### config.mk
export PLATFORM = sky130hd
export DESIGN_NAME = vend_param
export DESIGN_NICKNAME = d
export VERILOG_FILES = /design/src/rtl/vend_pkg.sv /design/src/rtl/vend_change.sv /design/src/rtl/vend_param.sv
export SDC_FILE = /design/constraint.sdc
export NUM_CORES = 1
export LEC_CHECK = 0
export BUFFER_PORTS_ARGS = -buffer_cell sky130_fd_sc_hd__buf_2
export CAP_MARGIN = 20
export CORE_MARGIN = 3
export CORE_UTILIZATION = 50
export CTS_BUF_LIST = sky130_fd_sc_hd__clkbuf_2
export DETAILED_ROUTE_END_ITERATION = 10
export PLACE_DENSITY = 0.74
export SKIP_CTS_REPAIR_TIMING = 1
export SLEW_MARGIN = 20
export SYNTH_ARGS = -nofsm -noshare
export SYNTH_HDL_FRONTEND = slang
export SYNTH_SLANG_ARGS = --single-unit
### constraint.sdc
create_clock -name ck -period 3 [get_ports ck]
set_clock_uncertainty 0.05 [all_clocks]
set_input_delay 0.15 -clock ck [delete_from_list [all_inputs] [get_ports ck]]
set_output_delay 0.15 -clock ck [all_outputs]
set_load 0.01 [all_outputs]
### src/rtl/vend_pkg.sv
// rtl/vend_pkg.sv - shared FSM state type and coin values for the vending machine
// Contents:
//   state_t : COLLECT / VEND / CHANGE controller states
//   COIN10, COIN50, COIN100 : coin values in 10-yen credit units
package vend_pkg;

  typedef enum logic [1:0] {
    ST_COLLECT = 2'd0,
    ST_VEND    = 2'd1,
    ST_CHANGE  = 2'd2
  } state_t;

  localparam int COIN10  = 1;
  localparam int COIN50  = 5;
  localparam int COIN100 = 10;

endpackage

### src/rtl/vend_change.sv
// rtl/vend_change.sv - change-coin selector, one coin per cycle, 50s before 10s
// Ports:
//   active : controller is in CHANGE (outputs are zero otherwise)
//   credit : remaining credit in 10-yen units
//   y1     : dispense one 50-yen coin this cycle
//   y2     : dispense one 10-yen coin this cycle
//   dec    : amount to subtract from credit at the next edge
module vend_change
  import vend_pkg::*;
#(
  parameter int CREDIT_W = 6
) (
  input  logic                active,
  input  logic [CREDIT_W-1:0] credit,
  output logic                y1,
  output logic                y2,
  output logic [CREDIT_W-1:0] dec
);

  // Compare in a widened domain so narrow credit registers still compile cleanly.
  localparam logic [CREDIT_W+3:0] C50_W = (CREDIT_W + 4)'(COIN50);

  logic big;
  assign big = ({4'b0, credit} >= C50_W);

  always_comb begin
    y1  = 1'b0;
    y2  = 1'b0;
    dec = '0;
    if (active) begin
      if (big) begin
        y1  = 1'b1;
        dec = CREDIT_W'(COIN50);
      end else begin
        y2  = 1'b1;
        dec = CREDIT_W'(COIN10);
      end
    end
  end

endmodule

### src/rtl/vend_param.sv
// rtl/vend_param.sv - parameterised coin-operated vending controller
// Optional feature: VEND_CANCEL_EN adds the cancel port and refund path.
// Parameters:
//   PRICE    : item price in yen (nonzero multiple of 10)
//   CREDIT_W : credit register width in 10-yen units
// Ports:
//   ck     : clock, rising edge
//   res    : synchronous active-high reset
//   c0     : 50-yen coin strobe
//   c1     : 100-yen coin strobe
//   c2     : 10-yen coin strobe
//   cancel : refund request (VEND_CANCEL_EN only)
//   y0     : vend pulse
//   y1     : 50-yen change coin
//   y2     : 10-yen change coin
//   rej    : coin returned this cycle
//   credit : current credit in 10-yen units
//   busy   : high in VEND and CHANGE
module vend_param
  import vend_pkg::*;
#(
  parameter int PRICE    = 150,
  parameter int CREDIT_W = 6
) (
  input  logic                ck,
  input  logic                res,
  input  logic                c0,
  input  logic                c1,
  input  logic                c2,
`ifdef VEND_CANCEL_EN
  input  logic                cancel,
`endif
  output logic                y0,
  output logic                y1,
  output logic                y2,
  output logic                rej,
  output logic [CREDIT_W-1:0] credit,
  output logic                busy
);

  // Coin sums are formed with headroom so overflow past the register is visible.
  localparam int SW = CREDIT_W + 5;
  localparam logic [SW-1:0]       PRICE_W    = SW'(PRICE / 10);
  localparam logic [SW-1:0]       CREDIT_MAX = SW'((1 << CREDIT_W) - 1);
  localparam logic [CREDIT_W-1:0] PRICE_C    = CREDIT_W'(PRICE / 10);

  state_t              state, state_n;
  logic [CREDIT_W-1:0] credit_q, credit_n;
  logic                rej_q, rej_n;
  logic [1:0]          coin_cnt;
  logic                coin_any;
  logic                cancel_req;
  logic [SW-1:0]       coin_val;
  logic [SW-1:0]       sum;
  logic                chg_y1, chg_y2;
  logic [CREDIT_W-1:0] chg_dec;

`ifdef VEND_CANCEL_EN
  assign cancel_req = cancel;
`else
  assign cancel_req = 1'b0;
`endif

  assign coin_cnt = {1'b0, c0} + {1'b0, c1} + {1'b0, c2};
  assign coin_any = (coin_cnt != 2'd0);

  // Value of the single coin; only meaningful when coin_cnt == 1.
  always_comb begin
    coin_val = '0;
    if (c0)      coin_val = SW'(COIN50);
    else if (c1) coin_val = SW'(COIN100);
    else if (c2) coin_val = SW'(COIN10);
  end

  assign sum = SW'(credit_q) + coin_val;

  vend_change #(
    .CREDIT_W(CREDIT_W)
  ) u_change (
    .active(state == ST_CHANGE),
    .credit(credit_q),
    .y1    (chg_y1),
    .y2    (chg_y2),
    .dec   (chg_dec)
  );

  always_comb begin
    state_n  = state;
    credit_n = credit_q;
    rej_n    = 1'b0;
    case (state)
      ST_COLLECT: begin
        // A refund takes priority over a coin arriving at the same edge.
        if (cancel_req && (credit_q != '0)) begin
          state_n = ST_CHANGE;
          rej_n   = coin_any;
        end else if (coin_cnt > 2'd1) begin
          rej_n = 1'b1;
        end else if (coin_cnt == 2'd1) begin
          if (sum > CREDIT_MAX) begin
            rej_n = 1'b1;
          end else begin
            credit_n = sum[CREDIT_W-1:0];
            if (sum >= PRICE_W) state_n = ST_VEND;
          end
        end
      end
      ST_VEND: begin
        rej_n    = coin_any;
        credit_n = credit_q - PRICE_C;
        state_n  = (credit_n != '0) ? ST_CHANGE : ST_COLLECT;
      end
      ST_CHANGE: begin
        rej_n    = coin_any;
        credit_n = credit_q - chg_dec;
        if (credit_n == '0) state_n = ST_COLLECT;
      end
      default: begin
        state_n  = ST_COLLECT;
        credit_n = '0;
      end
    endcase
  end

  always_ff @(posedge ck) begin
    if (res) begin
      state    <= ST_COLLECT;
      credit_q <= '0;
      rej_q    <= 1'b0;
    end else begin
      state    <= state_n;
      credit_q <= credit_n;
      rej_q    <= rej_n;
    end
  end

  assign y0     = (state == ST_VEND);
  assign y1     = chg_y1;
  assign y2     = chg_y2;
  assign rej    = rej_q;
  assign credit = credit_q;
  assign busy   = (state != ST_COLLECT);

endmodule

==> impl_results.md, run 1 <==
- Max incr delay on CP: 0.34 ns
- Port Buffers: 15
- Die area: 2680 um^2
- FF-to-FF setup slack: 0.24 ns
- Worst Reg-to-Reg Cells: 12
- Worst r2r src: credit[1]
- Core Region: 1860 um^2
- DP Area: 1160 um^2
- Routed wire length: 2730 um
- Violation count after the first detailed-route iteration: 49
- Final Hold Vio Count: 0
- Area fraction in compound gates after synthesis: 25.1%
- Xor/xnor share of the synthesized area: 8.36%
- Share of cells above drive strength 1: 23.1%
- CTS tree: built
- Distinct cells, synth: 45
- Final Wtd Congestion: 0.891
- Crit-path slowest cell: dfxtp_2
- Largest family of logic cells by synthesized area: compound AO/OA/AOI/OAI gates
- Fmax: 0.362 GHz
- First-pass GRT wire length: 4460 um
- Worst Path Required: 3.14 ns
- Placed Cells: 167
- Routed len/inst: 15.9 um
- Max VDD drop: 0.258 mV
- Synth top area cells: dfxtp_1 (17%), ha_1 (17%), inv_1 (5.4%)
- PwrDens: 443 nW/um^2
- CP cell instances: inv_1 -> ha_1 -> nand2b_1 -> a2111oi_4 -> nand2b_4 -> ha_1 -> nor2b_1 -> nor3_2 -> xnor2_1 -> o41ai_2 -> o211a_1 -> mux2i_1
- Ports: 16
- Primary FF master, synth: dfxtp_1
- Post-route design area: 1210 um^2
- Post-synthesis register bit count: 9
- Cell mode on critical path: ha_1
- RSZ-0062 raised after global routing: no
- Initial DRT Pass Iterations: 4
- Overall Global Routing Usage: 21.7%
- Layout area overhead: 15.9%
- Hold Startpoint: res
- Avg Inst Size Synth: 8.12 um^2
- Worst Path Max Fanout: 3
- Antenna Cells: 0
- CP Data Arrival Time: 2.90 ns
- # setup viols final: 0
- Post-synth ARST share: 0%
- Maxcap violations: 0
- Synth warn: 0
- # nets final: 169
- Cell area after synthesis: 1050 um^2
- Vias in the first global route: 992
- GRT Residual Overflow: 0
- Synth area leader: dfxtp_1
- Antenna violations before repair: 0
- Detail Route Antenna Nets: 0
- H-tree Lvls: 1
- Dpl hpwl: 2100 um
- Vias per cell: 6.03
- Syn Inst Count: 129
- Hold Path Depth: 2
- Clock sink count: 9
- Part of the Yosys area used for sequential elements: 17.2%
- Longest Clk Path Bufs: 2
- Finished Layout Cells: 172
- Initial Util: 56.4%
- Pleak: 0.602 nW
- WHS Endpoint: credit[3]
- Startpoint types: flop
- Clk slew on worst S/H paths: 0.09 ns
- Crit path kind: flop to flop
- Min cycle time layout: 2.76 ns
- Setup_tns: 0 ns
- Final Cycle Share: 92.0%
- Worst-margin pin slew: 0.471 ns
- CTS buffer count: 3
- Hold Path Class: input port to flop
- Top cell type's share of synthesized area: 17.2%
- Simple-gate area share of the yosys netlist: 17.9%
- Die Wd: 51.8 um
- R2r endpoint: state[1]
- Synthesized net count: 150
- Fin Hold WS: 0.122 ns
- Status: complete, no violations
- EDFF count, synth: 0
- Filler Cells Inserted: 159
- Crit end category: flop
- Adder-Cell Fraction of Synth Area: 20.5%
- Clk_lat worst skew: 0.25 ns
- FP Rows: 15
- Drt drc: 0
- Largest net degree at the start of global routing: 15
- Die height: 51.8 um
- Mux contribution to synthesized area: 0.956%
- CTS Root Cell: clkbuf_2
- Pins over their slew limit: 0
- Via count: 1037
- Slew Limit Headroom: 68.6%
-- routing by layer --
layer	vias to the layer above	global-route usage (%)	part of all wire (%)
met4	0	9.17	2.2
met5	-	0	0
met1	477	28.0	43
met2	52	36.4	47
met3	9	2.01	7.2
li1	499	-	-
-- per-stage QoR --
step	total power, mW	util, %	setup slack (ns)
2_1_floorplan	0.358	-	0.128
3_3_place_gp	0.426	62.4	0.160
3_5_place_dp	0.436	62.4	-0.0663
4_1_cts	0.517	63.5	-0.0997
5_1_grt	0.571	65.3	0.0405
6_report	0.537	65.3	0.240
-- report_power, final --
group | switching, mW | internal, mW | leakage [nW]
clock network | 0.0458 | 0.0354 | 0.0166
logic | 0.176 | 0.132 | 0.512
registers | 0.0136 | 0.135 | 0.0738
total | 0.235 | 0.302 | 0.602
-- critical path: cells and delay by family, from the launching register on --
kind                       cells  cell delay (ns)
muxes                          1             0.17
buffers and inverters          1             0.06
adders and majority gates      2             0.46
xor gates and xnor gates       1             0.12
DFF                            1             0.34
and+or+nand+nor                4             0.66
AOI/OAI and AO/OA              3             0.82
-- synthesized netlist by cell type (2+ instances only) --
master and n:
nor2_1 7, clkbuf_1 4, a222oi_1 4, nor3_1 4, or3_1 2, xor2_1 4, nand2b_1 2, ha_1 14
fa_1 2, buf_2 2, xnor2_1 6, inv_1 15, a21oi_1 10, dfxtp_1 9, nand2_1 6, o21ai_0 3
and2_1 2, nor4_1 2, nand3_1 5
-- cells by family after synthesis --
kind of cell	Yosys count
buf+inv	24
simple gates	35
compound gates	34
flops	9
xor+xnor	10
mux	1
fa+ha+maj	16
-- placed cells by master, fill, tap and decap left out, drive strengths merged --
| master | Yosys | layout |
|---|---|---|
| a21oi | 11 | 11 |
| o31a | 1 | 1 |
| nor3 | 5 | 5 |
| a21o | 1 | 1 |
| a21boi | 1 | 1 |
| fa | 2 | 2 |
| a31oi | 1 | 1 |
| nand3b | 1 | 1 |
| o22ai | 1 | 1 |
| xnor2 | 6 | 6 |
| o21bai | 1 | 1 |
| a222oi | 4 | 4 |
| a32oi | 1 | 1 |
| o41ai | 2 | 2 |
| nand3 | 5 | 5 |
| o21a | 1 | 1 |
| nor4 | 2 | 2 |
| buf | 5 | 23 |
| nor2 | 7 | 7 |
| o311ai | 1 | 1 |
| o21ai | 3 | 3 |
| inv | 15 | 15 |
| clkbuf | 4 | 4 |
| mux2i | 1 | 1 |
| nor2b | 1 | 1 |
| dfxtp | 9 | 9 |
| nand2b | 3 | 3 |
| a2111oi | 1 | 1 |
| ha | 14 | 14 |
| nand2 | 6 | 6 |
| o211a | 1 | 1 |
| nand4 | 1 | 1 |
| o311a | 1 | 1 |
| a41o | 1 | 1 |
| xor2 | 4 | 4 |
| and2 | 2 | 2 |
| a221oi | 1 | 1 |
| or3 | 2 | 2 |
-- layout make-up --
class                   instances  area (um^2)  share of cell area (%)
repair buffers                 23          135                    11.1
multi-input cells              96          790                    65.1
clock buffers                   4         20.0                    1.65
inverters                      15         56.3                    4.64
flip-flops and latches          9          181                    14.9
well taps                      25         31.3                    2.58
-- how the worst max path moves through the flow --
stage / from / to / slack (ns)
6_report: credit[1] / state[1] / 0.24
5_1_grt: credit[1] / state[1] / 0.04
4_1_cts: credit[1] / state[1] / -0.1
3_5_place_dp: credit[1] / state[1] / -0.07
3_3_place_gp: credit[1] / state[1] / 0.16
2_1_floorplan: credit[1] / state[1] / 0.13
-- registers in the layout, indices dropped and copies added (netlist names) --
signal  count
state       2
rej         1
credit      6
No activity file was read; power rests on OpenSTA's default activity.
==> run 2: changes to the inputs <==
Settings changed: CORE_MARGIN 3 to not set, PLACE_DENSITY 0.74 to 0.72, TNS_END_PERCENT set to 50.
Clock period 3 ns to 3.35 ns, I/O delays scaled along.
==> impl_results.md, run 2 (same netlist as run 1, synthesis figures left out) <==
- Drt drc: 0 (unchanged)
- Final Cycle Share: 89.1% (was 92.0%)
- Highest-count cells in the layout ignoring fill and taps: inv_1 (15), buf_2 (15), ha_1 (14) (unchanged)
- Routed len/inst: 14.9 um (was 15.9 um)
- Via count: 1006 (was 1037)
- H-tree Lvls: 1 (unchanged)
- Vias per cell: 5.95 (was 6.03)
- Setup_tns: 0 ns (unchanged)
- Final core occ: 58.7% (was 65.3%)
- Final Hold Vio Count: 0 (unchanged)
- CTS Root Cell: clkbuf_2 (unchanged)
- Antenna violations before repair: 0 (unchanged)
- CP cell instances: inv_1 -> ha_1 -> nand2b_1 -> a2111oi_0 -> nand2b_1 -> ha_1 -> nor2b_1 -> nor3_2 -> xnor2_1 -> o41ai_2 -> o211a_1 -> mux2i_1 (was inv_1 -> ha_1 -> nand2b_1 -> a2111oi_4 -> nand2b_4 -> ha_1 -> nor2b_1 -> nor3_2 -> xnor2_1 -> o41ai_2 -> o211a_1 -> mux2i_1)
- FP Rows: 16 (was 15)
- Min cycle time layout: 2.98 ns (was 2.76 ns)
- Crit path kind: flop to flop (unchanged)
- Worst-margin pin slew: 0.517 ns (was 0.471 ns)
- # nets final: 164 (was 169)
- Largest register FFs: 6 (unchanged)
- CTS buffer count: 3 (unchanged)
- Port Buffers: 15 (unchanged)
- Pleak: 0.556 nW (was 0.602 nW)
- Die Wd: 47.8 um (was 51.8 um)
- Longest Clk Path Bufs: 2 (unchanged)
- CP Data Arrival Time: 3.13 ns (was 2.90 ns)
- Hold Path Class: input port to flop (unchanged)
- Post-route design area: 1150 um^2 (was 1210 um^2)
- Startpoint types: flop (unchanged)
- Cell family with most CP delay: compound AO/OA/AOI/OAI gates (unchanged)
- Overall Global Routing Usage: 24.4% (was 21.7%)
- Dpl hpwl: 1920 um (was 2100 um)
- Die height: 47.8 um (was 51.8 um)
- GRT Residual Overflow: 0 (unchanged)
- Fmax: 0.335 GHz (was 0.362 GHz)
- First-pass GRT wire length: 3830 um (was 4460 um)
- Final Wtd Congestion: 0.842 (was 0.891)
- Clock sink count: 9 (unchanged)
- Worst Path Buf+Inv: 1 (unchanged)
- Maxcap violations: 0 (unchanged)
- Vias in the first global route: 833 (was 992)
- Initial DRT Pass Iterations: 4 (unchanged)
- Core Region: 1960 um^2 (was 1860 um^2)
- Clk slew on worst S/H paths: 0.11 ns (was 0.09 ns)
- Crit end category: flop (unchanged)
- Clk_lat worst skew: 0.26 ns (was 0.25 ns)
- Crit-path slowest cell: a2111oi_0 (was dfxtp_2)
- Max VDD drop: 0.233 mV (was 0.258 mV)
- Share of cells above drive strength 1: 18.3% (was 23.1%)
- Max incr delay on CP: 0.44 ns (was 0.34 ns)
- FF-to-FF setup slack: 0.37 ns (was 0.24 ns)
- Routed wire length: 2520 um (was 2730 um)
- Pins over their slew limit: 0 (unchanged)
- RSZ-0062 raised after global routing: no (unchanged)
- # setup viols final: 0 (unchanged)
- Ports: 16 (unchanged)
- Worst Path Required: 3.50 ns (was 3.14 ns)
- DP Area: 1130 um^2 (was 1160 um^2)
- Layout area overhead: 9.92% (was 15.9%)
- Violation count after the first detailed-route iteration: 46 (was 49)
- Worst Path Max Fanout: 8 (was 3)
- Largest net degree at the start of global routing: 15 (unchanged)
- Status: complete, no violations (unchanged)
- Antenna Cells: 0 (unchanged)
- Initial Util: 53.4% (was 56.4%)
- PwrDens: 393 nW/um^2 (was 443 nW/um^2)
- Detail Route Antenna Nets: 0 (unchanged)
- Slew Limit Headroom: 65.5% (was 68.6%)
- Die area: 2280 um^2 (was 2680 um^2)
- CTS tree: built (unchanged)
==> run 2: cell types whose count changed in the layout (fill, tap and decap cells not counted) <==
cell       delta
dfxtp_1       +1
a2111oi_4     -1
nand2b_1      +1
buf_4         -5
a2111oi_0     +1
dfxtp_2       -1
nand2b_4      -1
==> run 2: final timing paths <==
check	start	to	depth (start not counted)
hold reg to reg	state[1]	state[1]	2
hold / removal	res	credit[4]	2
setup reg to reg	credit[0]	state[1]	12
setup / recovery	credit[0]	state[1]	12
==> run 2: through the flow <==
step	instances	hold slack [ns]	setup slack, ns	total power, mW
2_1_floorplan	129	0.412	0.348	0.321
3_3_place_gp	165	0.417	0.492	0.371
3_5_place_dp	165	0.423	0.404	0.377
4_1_cts	169	0.144	0.375	0.453
5_1_grt	169	0.170	0.100	0.490
6_report	169	0.155	0.365	0.452
==> run 2: worst register-to-register path, cell delays in order (launching register included) <==
cell and delay (ns):
dfxtp_1 0.40, inv_1 0.15, ha_1 0.17, nand2b_1 0.05
a2111oi_0 0.44, nand2b_1 0.20, ha_1 0.29, nor2b_1 0.17
nor3_2 0.12, xnor2_1 0.12, o41ai_2 0.39, o211a_1 0.23
mux2i_1 0.17
==> run 2: final cells by class <==
type | count | area [um^2]
fillers | 204 | 811
inverters | 15 | 56.3
repair buffers | 18 | 97.6
flip-flops and latches | 9 | 180
well taps | 27 | 33.8
clock buffers | 4 | 20.0
multi-input cells | 96 | 763
==> run 2: power by group <==
part	total [mW]	internal (mW)	leakage, nW	switching, mW
Clock	0.0746	0.0317	0.0166	0.0429
Combinational	0.238	0.102	0.466	0.136
Sequential	0.140	0.121	0.0733	0.0193
Total	0.452	0.255	0.556	0.198
==> run 2: per-layer routing <==
| metal | track usage (%) | vias to the layer above | part of all wire, % |
|---|---|---|---|
| li1 | - | 487 | - |
| met1 | 33.3 | 469 | 45 |
| met2 | 38.6 | 39 | 47 |
| met3 | 2.26 | 11 | 5.4 |
| met4 | 11.1 | 0 | 3.0 |
| met5 | 0 | - | 0 |
==> run 3: changes to the inputs <==
Settings changed: CORE_MARGIN set to 4, MAX_ROUTING_LAYER set to met4.
==> impl_results.md, run 3 (same netlist as run 1, synthesis figures left out) <==
- Final core occ: 57.7% (was 58.7%)
- GR Util met2: 31.7% (was 38.6%)
- Final Cycle Share: 90.1% (was 89.1%)
- Routed wire length: 2700 um (was 2520 um)
- Routed len/inst: 16.1 um (was 14.9 um)
- Crit path kind: flop to flop (unchanged)
- Worst Path Required: 3.50 ns (about the same)
- Core Region: 1980 um^2 (was 1960 um^2)
- Finished Layout Cells: 168 (was 169)
- Worst-margin pin slew: 0.499 ns (was 0.517 ns)
- Largest register FFs: 6 (unchanged)
- Die height: 53.8 um (was 47.8 um)
- Cell family with most CP delay: compound AO/OA/AOI/OAI gates (unchanged)
- Max incr delay on CP: 0.45 ns (was 0.44 ns)
- FP Rows: 16 (unchanged)
- Hold Path Class: input port to flop (unchanged)
- Clk_lat worst skew: 0.26 ns (about the same)
- Highest-count cells in the layout ignoring fill and taps: inv_1 (15), buf_2 (15), ha_1 (14) (unchanged)
- Maxcap violations: 0 (unchanged)
- Met1 usage: 28.1% (was 33.3%)
- Largest net degree at the start of global routing: 15 (unchanged)
- Initial Util: 52.8% (was 53.4%)
- Vias per cell: 6.13 (was 5.95)
- Min cycle time layout: 3.02 ns (was 2.98 ns)
- Share of cells above drive strength 1: 17.7% (was 18.3%)
- Clk slew on worst S/H paths: 0.12 ns (was 0.11 ns)
- RSZ-0062 raised after global routing: no (unchanged)
- DP Area: 1120 um^2 (was 1130 um^2)
- Multi-input gate area: 763 um^2 (unchanged)
- Most Crowded Layer GR: met2 (unchanged)
- CP startpoint: credit[0] (unchanged)
- First-pass GRT wire length: 4260 um (was 3830 um)
- CTS buffer count: 3 (unchanged)
- Antenna Cells: 0 (unchanged)
- Clock sink count: 9 (unchanged)
- # nets final: 163 (was 164)
- Die area: 2890 um^2 (was 2280 um^2)
- Worst Path Buf+Inv: 0 (was 1)
- Overall Global Routing Usage: 21.1% (was 24.4%)
- Pleak: 0.550 nW (was 0.556 nW)
- Crit path capture: state[1] (unchanged)
- Pins over their slew limit: 0 (unchanged)
- Ports: 16 (unchanged)
- Crit-path slowest cell: a2111oi_0 (unchanged)
- Port Buffers: 15 (unchanged)
- GRT Residual Overflow: 0 (unchanged)
- Fmax: 0.331 GHz (was 0.335 GHz)
- Layout area overhead: 9.20% (was 9.92%)
- CTS tree: built (unchanged)
- Placed Cells: 164 (was 165)
- Longest Clk Path Bufs: 2 (unchanged)
- Worst Path Max Fanout: 8 (unchanged)
- Drt drc: 0 (unchanged)
- Crit end category: flop (unchanged)
- Startpoint types: flop (unchanged)
- Setup_tns: 0 ns (unchanged)
- # setup viols final: 0 (unchanged)
- Detail Route Antenna Nets: 0 (unchanged)
- Worst r2r src: credit[0] (unchanged)
- Die Wd: 53.8 um (was 47.8 um)
- Vias in the first global route: 907 (was 833)
- Max VDD drop: 0.226 mV (was 0.233 mV)
- CP Data Arrival Time: 3.17 ns (was 3.13 ns)
- FF-to-FF setup slack: 0.33 ns (was 0.37 ns)
- Antenna violations before repair: 0 (unchanged)
- CP cell instances: ha_1 -> nand2b_1 -> a2111oi_0 -> nand2b_1 -> ha_1 -> nor2b_1 -> nor3_2 -> xnor2_1 -> o41ai_2 -> o211a_1 -> mux2i_1 (was inv_1 -> ha_1 -> nand2b_1 -> a2111oi_0 -> nand2b_1 -> ha_1 -> nor2b_1 -> nor3_2 -> xnor2_1 -> o41ai_2 -> o211a_1 -> mux2i_1)
- CTS Root Cell: clkbuf_2 (unchanged)
- Violation count after the first detailed-route iteration: 91 (was 46)
- Final Hold Vio Count: 0 (unchanged)
- H-tree Lvls: 1 (unchanged)
- Slew Limit Headroom: 66.8% (was 65.5%)
- PwrDens: 400 nW/um^2 (was 393 nW/um^2)
- Met3 GRT Util: 3.60% (was 2.26%)
- Via count: 1029 (was 1006)
- Status: complete, no violations (unchanged)
- WP depth: 11 (was 12)
- Filler Cells Inserted: 181 (was 204)
- Register Area: 180 um^2 (unchanged)
- Post-route design area: 1140 um^2 (was 1150 um^2)
- Initial DRT Pass Iterations: 5 (was 4)
- Worst Reg-to-Reg Cells: 11 (was 12)
- Dpl hpwl: 2020 um (was 1920 um)
- R2r endpoint: state[1] (unchanged)
- Final Wtd Congestion: 0.943 (was 0.842)
==> run 3: cell count changes in the layout (fill, tap and decap cells not counted) <==
cell,previous run,this run
buf_4,3,2
==> run 3: worst register-to-register path: stages, from the launching register on <==
cell and delay, ns:
dfxtp_1 0.40, ha_1 0.22, nand2b_1 0.14, a2111oi_0 0.45, nand2b_1 0.19, ha_1 0.29, nor2b_1 0.16, nor3_2 0.12
xnor2_1 0.11, o41ai_2 0.40, o211a_1 0.24, mux2i_1 0.17
==> run 3: worst min-delay path by stage <==
stage | from | endpoint | slack, ns | depth (start not counted)
after floorplan | res | credit[0] | 0.41 | 2
after global placement | res | credit[4] | 0.41 | 2
after detailed placement | res | credit[4] | 0.42 | 2
after CTS | res | credit[1] | 0.14 | 2
after global routing | res | credit[1] | 0.16 | 2
final | res | credit[1] | 0.15 | 2
==> run 3: through the flow <==
step / total power [mW] / setup WS, ns / hold slack, ns
floorplan: 0.321 / 0.348 / 0.412
global placement: 0.371 / 0.485 / 0.413
detailed placement: 0.379 / 0.336 / 0.416
CTS: 0.453 / 0.308 / 0.142
global route: 0.487 / 0.0379 / 0.162
finish: 0.457 / 0.333 / 0.149
==> run 3: area by class of cell <==
class | count | area share [%]
Timing Repair Buffer | 17 | 7.88
Inverter | 15 | 4.92
Tap cell | 27 | 2.95
Sequential cell | 9 | 15.8
Multi-Input combinational cell | 96 | 66.7
Clock buffer | 4 | 1.75
==> run 3: routing by layer <==
layer	up-vias	part of all wire (%)
met2	63	47
met1	470	43
met4	0	2.1
li1	487	-
met5	-	0
met3	9	8.0
==> run 3: where the power goes <==
part | total [mW] | internal [mW] | switching [mW]
sequential | 0.142 | 0.121 | 0.0214
combinational | 0.241 | 0.102 | 0.139
clock | 0.0748 | 0.0317 | 0.0431
